File: config.mk
export PLATFORM = sky130hd
export DESIGN_NAME = program_counter_stack
export DESIGN_NICKNAME = d
export VERILOG_FILES = /design/src/rtl/cpu_pkg.sv /design/src/rtl/lifo_stack.sv /design/src/rtl/program_counter_stack.sv
export SDC_FILE = /design/constraint.sdc
export NUM_CORES = 1
export LEC_CHECK = 0
export CORE_MARGIN = 2
export CORE_UTILIZATION = 45
export CTS_CLUSTER_DIAMETER = 100
export DETAILED_ROUTE_END_ITERATION = 10
export PLACE_DENSITY_LB_ADDON = 0.05
export SKIP_LAST_GASP = 1
export SLEW_MARGIN = 40
export SYNTH_ARGS = -nofsm -noshare
export SYNTH_HDL_FRONTEND = slang
export SYNTH_SLANG_ARGS = --single-unit
File: constraint.sdc
create_clock -name clk -period 2.1 [get_ports clk]
set_input_delay 0.525 -clock clk [delete_from_list [all_inputs] [get_ports clk]]
set_output_delay 0.525 -clock clk [all_outputs]
set_load 0.02 [all_outputs]
File: src/rtl/cpu_pkg.sv
// Shared definitions for the 8-bit CPU core program counter.
// Holds default widths, the reset vector default and the command encoding,
// whose numeric order is the command priority (larger value wins).
package cpu_pkg;

  localparam int unsigned DEF_ADDR_W    = 4;
  localparam int unsigned DEF_DEPTH     = 4;
  localparam int unsigned DEF_RESET_VEC = 0;

  typedef enum logic [2:0] {
    CMD_NONE = 3'd0,
    CMD_INC  = 3'd1,
    CMD_LOAD = 3'd2,
    CMD_RET  = 3'd3,
    CMD_CALL = 3'd4
  } cmd_e;

  // Collapse the strobes to one command: call > ret > load > inc.
  function automatic cmd_e decode_cmd(input logic call_en, input logic ret_en,
                                      input logic load_en, input logic inc_en);
    cmd_e cmd;
    if (call_en)      cmd = CMD_CALL;
    else if (ret_en)  cmd = CMD_RET;
    else if (load_en) cmd = CMD_LOAD;
    else if (inc_en)  cmd = CMD_INC;
    else              cmd = CMD_NONE;
    return cmd;
  endfunction

endpackage

File: src/rtl/lifo_stack.sv
// Small register-based LIFO used as the return-address stack.
// Ports:
//   clk, rst   clock and synchronous active-high reset (empties the stack)
//   push, din  write din on top of the stack (ignored when full)
//   pop        drop the top entry (ignored when empty)
//   dout       current top-of-stack value (don't-care when empty)
//   count      number of occupied entries
//   full       count == DEPTH
//   empty      count == 0
module lifo_stack #(
  parameter int unsigned WIDTH = 4,
  parameter int unsigned DEPTH = 4
) (
  input  logic                         clk,
  input  logic                         rst,
  input  logic                         push,
  input  logic                         pop,
  input  logic [WIDTH-1:0]             din,
  output logic [WIDTH-1:0]             dout,
  output logic [$clog2(DEPTH+1)-1:0]   count,
  output logic                         full,
  output logic                         empty
);

  localparam int unsigned CntW = $clog2(DEPTH + 1);
  // Storage is rounded up to a power of two so any index value is in range.
  localparam int unsigned IdxW = (DEPTH > 1) ? $clog2(DEPTH) : 1;

  logic [WIDTH-1:0] mem_q [2**IdxW];
  logic [CntW-1:0]  count_q, count_d;
  logic [IdxW-1:0]  wr_idx, rd_idx;
  logic             do_push, do_pop;

  assign full    = (count_q == CntW'(DEPTH));
  assign empty   = (count_q == '0);
  assign do_push = push && !full;
  assign do_pop  = pop && !empty;
  assign wr_idx  = IdxW'(count_q);
  assign rd_idx  = IdxW'(count_q - CntW'(1));
  assign dout    = mem_q[rd_idx];
  assign count   = count_q;

  always_comb begin
    count_d = count_q;
    if (do_push)     count_d = count_q + CntW'(1);
    else if (do_pop) count_d = count_q - CntW'(1);
  end

  always_ff @(posedge clk) begin
    if (rst) count_q <= '0;
    else     count_q <= count_d;
  end

  // Contents need no reset; only count defines what is valid.
  always_ff @(posedge clk) begin
    if (do_push) mem_q[wr_idx] <= din;
  end

endmodule

File: src/rtl/program_counter_stack.sv
// Program counter with hardware return-address stack for the 8-bit CPU core.
// Supports increment, jump, call (push + jump) and return (pop), drives the
// PC onto the shared bus on request and reports stack status and errors.
// Ports:
//   clk, rst   clock and synchronous active-high reset
//   bus_in     jump/call target from the bus
//   inc_en, load_en, call_en, ret_en   command strobes (call > ret > load > inc)
//   out_en     request to drive the PC onto the bus
//   pc_out     registered PC
//   bus_oe     combinational copy of out_en
//   sp         occupied stack entries; stk_full/stk_empty decode it
//   err_ovf    sticky: call attempted while full
//   err_unf    sticky: return attempted while empty
module program_counter_stack
  import cpu_pkg::*;
#(
  parameter int unsigned        ADDR_W    = DEF_ADDR_W,
  parameter int unsigned        DEPTH     = DEF_DEPTH,
  parameter logic [ADDR_W-1:0]  RESET_VEC = ADDR_W'(DEF_RESET_VEC)
) (
  input  logic                        clk,
  input  logic                        rst,
  input  logic [ADDR_W-1:0]           bus_in,
  input  logic                        inc_en,
  input  logic                        load_en,
  input  logic                        call_en,
  input  logic                        ret_en,
  input  logic                        out_en,
  output logic [ADDR_W-1:0]           pc_out,
  output logic                        bus_oe,
  output logic [$clog2(DEPTH+1)-1:0]  sp,
  output logic                        stk_full,
  output logic                        stk_empty,
  output logic                        err_ovf,
  output logic                        err_unf
);

  cmd_e              cmd;
  logic [ADDR_W-1:0] pc_q, pc_d;
  logic [ADDR_W-1:0] ret_addr;
  logic              ovf_q, ovf_d;
  logic              unf_q, unf_d;
  logic              push, pop;

  lifo_stack #(
    .WIDTH (ADDR_W),
    .DEPTH (DEPTH)
  ) u_stack (
    .clk   (clk),
    .rst   (rst),
    .push  (push),
    .pop   (pop),
    .din   (pc_q),
    .dout  (ret_addr),
    .count (sp),
    .full  (stk_full),
    .empty (stk_empty)
  );

  assign cmd  = decode_cmd(call_en, ret_en, load_en, inc_en);
  assign push = (cmd == CMD_CALL) && !stk_full;
  assign pop  = (cmd == CMD_RET) && !stk_empty;

  always_comb begin
    pc_d  = pc_q;
    ovf_d = ovf_q;
    unf_d = unf_q;
    case (cmd)
      CMD_CALL: begin
        if (stk_full) ovf_d = 1'b1;
        else          pc_d  = bus_in;
      end
      CMD_RET: begin
        if (stk_empty) unf_d = 1'b1;
        else           pc_d  = ret_addr;
      end
      CMD_LOAD: pc_d = bus_in;
      CMD_INC:  pc_d = pc_q + ADDR_W'(1);
      default:  pc_d = pc_q;
    endcase
  end

  always_ff @(posedge clk) begin
    if (rst) begin
      pc_q  <= RESET_VEC;
      ovf_q <= 1'b0;
      unf_q <= 1'b0;
    end else begin
      pc_q  <= pc_d;
      ovf_q <= ovf_d;
      unf_q <= unf_d;
    end
  end

  assign pc_out  = pc_q;
  assign bus_oe  = out_en;
  assign err_ovf = ovf_q;
  assign err_unf = unf_q;

endmodule
==> impl_results.md <==
* Clock Root Buffer: clkbuf_4
* Antenna Nets Post-Route at 0
* Min cycle time layout at 2.03 ns
* # setup viols final at 0
* Final Hold Viols at 0
* Met3 Routed Length at 94 um
* Routability Congestion at 0.797
* Fin Setup TNS at 0 ns
* Worst-path fanout max at 8
* IO Pins at 23
* Seq cells post-synth at 25
* Layout cells sized above 1 at 18.7%
* Vias in the first global route at 915
* Via count at 933
* Chip Width at 57.2 um
* Max Freq at 0.493 GHz
* Max-cap violations at 0
* Routed len/inst at 16.2 um
* CTS Sinks at 25
* Worst setup path category: flip-flop to primary output
* Critical Path Stages at 1
* Highest metal used: met4
* Synthesized net count at 123
* Crit path max-delay cell type: clkdlybuf4s50_1
* Gr usage total at 17.8%
* P_int at 0.939 mW
* CTS tree: done
* Grt ovf at 0
* Leakage Power at 0.602 nW
* Cell variety after synth at 40
* Ranking of synthesized cells by area: edfxtp_1, dfxtp_1, ha_1, mux2i_1, mux2_2
* Psw at 0.477 mW
* RSZ-0062 raised after global routing: no
* Rel. slew slack at 74.1%
* Detailed Route WL at 2670 um
* Worst Reg-to-Reg Cells at 6
* Filler cells at 252
* Critical R2R Launch: u_stack.count[1]$_SDFFE_PP0P_
* Port buffer count at 20
* Clock Pin Slew Worst Setup and Hold Paths at 0.13 ns
* Worst-Margin Slew at 0.389 ns
* Ys async rst share at 0%
* DP Area at 1550 sq um
* DP HPWL at 2020 um
* Area growth, synth to finish at 23.8%
* M1 WL at 1250 um
* Area of the die at 3270 sq um
* CTS HTree Levels at 1
* Clk buf depth at 2
* Worst path cell trace: clkdlybuf4s50_1
* Layout Utilization at 58.1%
* Worst r2r dst: pc_out[2]$_SDFFE_PP0P_
* Critical Path Start: pc_out[1]$_SDFFE_PP0P_
* Global-route wire length before repair at 4390 um
* Crit. End Element: primary output
* ANT cells at 0
* Fraction of power consumed by combinational cells at 38.4%
* Critical path required time at 1.57 ns
* Post-layout nets at 152
* Worst setup path endpoint: pc_out[1]
* Count leader, synth: edfxtp_1
* Worst reg2reg setup slack at 0.27 ns
* Number of buffers created by CTS at 3
* Sw frac at 33.7%
* Top cells by count, synth: edfxtp_1, dfxtp_1, ha_1, inv_1, nor2_1
* PD cells at 899 nW/um^2
* Synth warn at 0
* Skew final at 0.00270 ns
* Mapped Cells at 106
* Post-DR vias/cell at 5.65
* Post-Syn Area at 1270 sq um
* Initial antenna violation count at 0
* Latest clock arrival within the worst-skew pair at 0.31 ns
* Worst path top cell family by delay: buffers and inverters
* Share of the synthesized area in the top cell type at 37.8%
* Number of remaining DRC errors at 0
* Starting utilization of the core area at 47.0%
* Largest net degree at the start of global routing at 14
* Height of the die at 57.2 um
* Post-route design area at 1580 sq um
* Max-slew violations at 0
* Hold Crit Class: flip-flop to flip-flop
* Largest stage delay on the critical path at 0.66 ns
* CP arrival at 1.50 ns
* Overall power at 1.42 mW
* Startpoint types: flip-flop
* Status: completed
* Std-Cell Rows at 19
* Hold WS at 0.488 ns
* Core Box Area at 2710 sq um
* Most common flop cell mapped by yosys: edfxtp_1
* DRT iter0 DRCs at 26
* VDD IR-drop max at 0.000721 V
* Drt pass-1 iters at 4
* Crit path buf inv count at 1
* Tcrit/Tclk final at 96.6%
* Sequential fraction of the synthesis area at 51.9%
* Post-Syn Area per Cell at 12.0 sq um
* Yosys top cell by area: edfxtp_1
* Portion of total power attributed to sequential cells at 46.6%
* Met2 wire len at 1270 um
* Number of synthesized flops with an enable pin at 16
* Clock power frac at 15.1%
## repair_timing
action | 4_1_cts | 5_1_grt
setup buffers | 0 | 0
setup endpoints to repair | 2 | 2
resized for setup | 3 | 2
hold buffers | 0 | 0
gates cloned | 0 | 0
## cells by family (layout without fill, tap and decap cells)
group,count (synthesis),after routing,share of synthesized area (%)
DFF,25,25,51.9
buffers and inverters,11,39,4.33
and+or+nand+nor,32,32,16.0
adders and majority gates,6,6,5.90
xor gates and xnor gates,2,2,1.38
muxes,8,8,6.59
AOI/OAI and AO/OA,22,22,13.9
## power groups by stage
stage	clock network, mW	registers, mW	logic [mW]
2_1_floorplan	0	0.704	0.300
5_1_grt	0.235	0.669	0.595
6_report	0.213	0.659	0.544
3_3_place_gp	0	0.666	0.545
3_5_place_dp	0	0.670	0.545
4_1_cts	0.214	0.659	0.546
## metrics by stage
step	worst slack, ns	cells
CTS	0.0118	165
finish	0.0717	165
global route	0.00154	165
detailed placement	-0.113	161
floorplan	0.164	106
global placement	-0.0777	161
## metal layers
layer  up-vias  GRT usage, %
met5         -             0
met4         0          8.31
met3         7          2.04
met2        28          29.1
met1       450          23.8
li1        448             -
## layout by cell type, fill, tap and decap left out, types with 2 or more instances in the layout
master	count
mux2_2	3
or3_1	4
mux2i_1	5
o22ai_1	4
inv_1	6
dfxtp_1	8
ha_1	5
nor2_1	6
nor2b_1	3
o21ai_0	2
buf_4	9
a21oi_1	5
clkbuf_4	3
nand3b_1	2
edfxtp_1	16
a211oi_1	3
nand2b_1	3
and2_1	4
clkdlybuf4s50_1	18
## area by class of cell
| class | count | area [sq um] | share of cell area (%) |
|---|---|---|---|
| repair buffers | 29 | 267 | 16.9 |
| multi-input cells | 70 | 559 | 35.5 |
| flip-flops and latches | 25 | 662 | 42.0 |
| clock buffers | 4 | 26.3 | 1.67 |
| inverters | 6 | 22.5 | 1.43 |
| well taps | 31 | 38.8 | 2.46 |
## registers in the layout, summed over array words and instances, names as in the netlist
| register | flops |
|---|---|
| pc_out | 4 |
| err_unf | 1 |
| err_ovf | 1 |
| u_stack.mem_q | 16 |
| u_stack.count | 3 |
## how the worst min path moves through the flow
| stage | start | endpoint | slack [ns] | depth (start not counted) |
|---|---|---|---|---|
| final | err_unf$_SDFFE_PP0P_ | err_unf$_SDFFE_PP0P_ | 0.49 | 2 |
| after global routing | err_unf$_SDFFE_PP0P_ | err_unf$_SDFFE_PP0P_ | 0.53 | 2 |
| after CTS | err_unf$_SDFFE_PP0P_ | err_unf$_SDFFE_PP0P_ | 0.50 | 2 |
| after detailed placement | err_ovf$_SDFFE_PP0P_ | err_ovf$_SDFFE_PP0P_ | 0.47 | 2 |
| after global placement | err_unf$_SDFFE_PP0P_ | err_unf$_SDFFE_PP0P_ | 0.45 | 2 |
| after floorplan | err_unf$_SDFFE_PP0P_ | err_unf$_SDFFE_PP0P_ | 0.55 | 2 |
## tightest hold or removal path, stage by stage, from the launching register on
cell and delay (ns):
dfxtp_1 0.35, nor2_1 0.05, nor2_1 0.07
(Power assumes the default switching activity.)
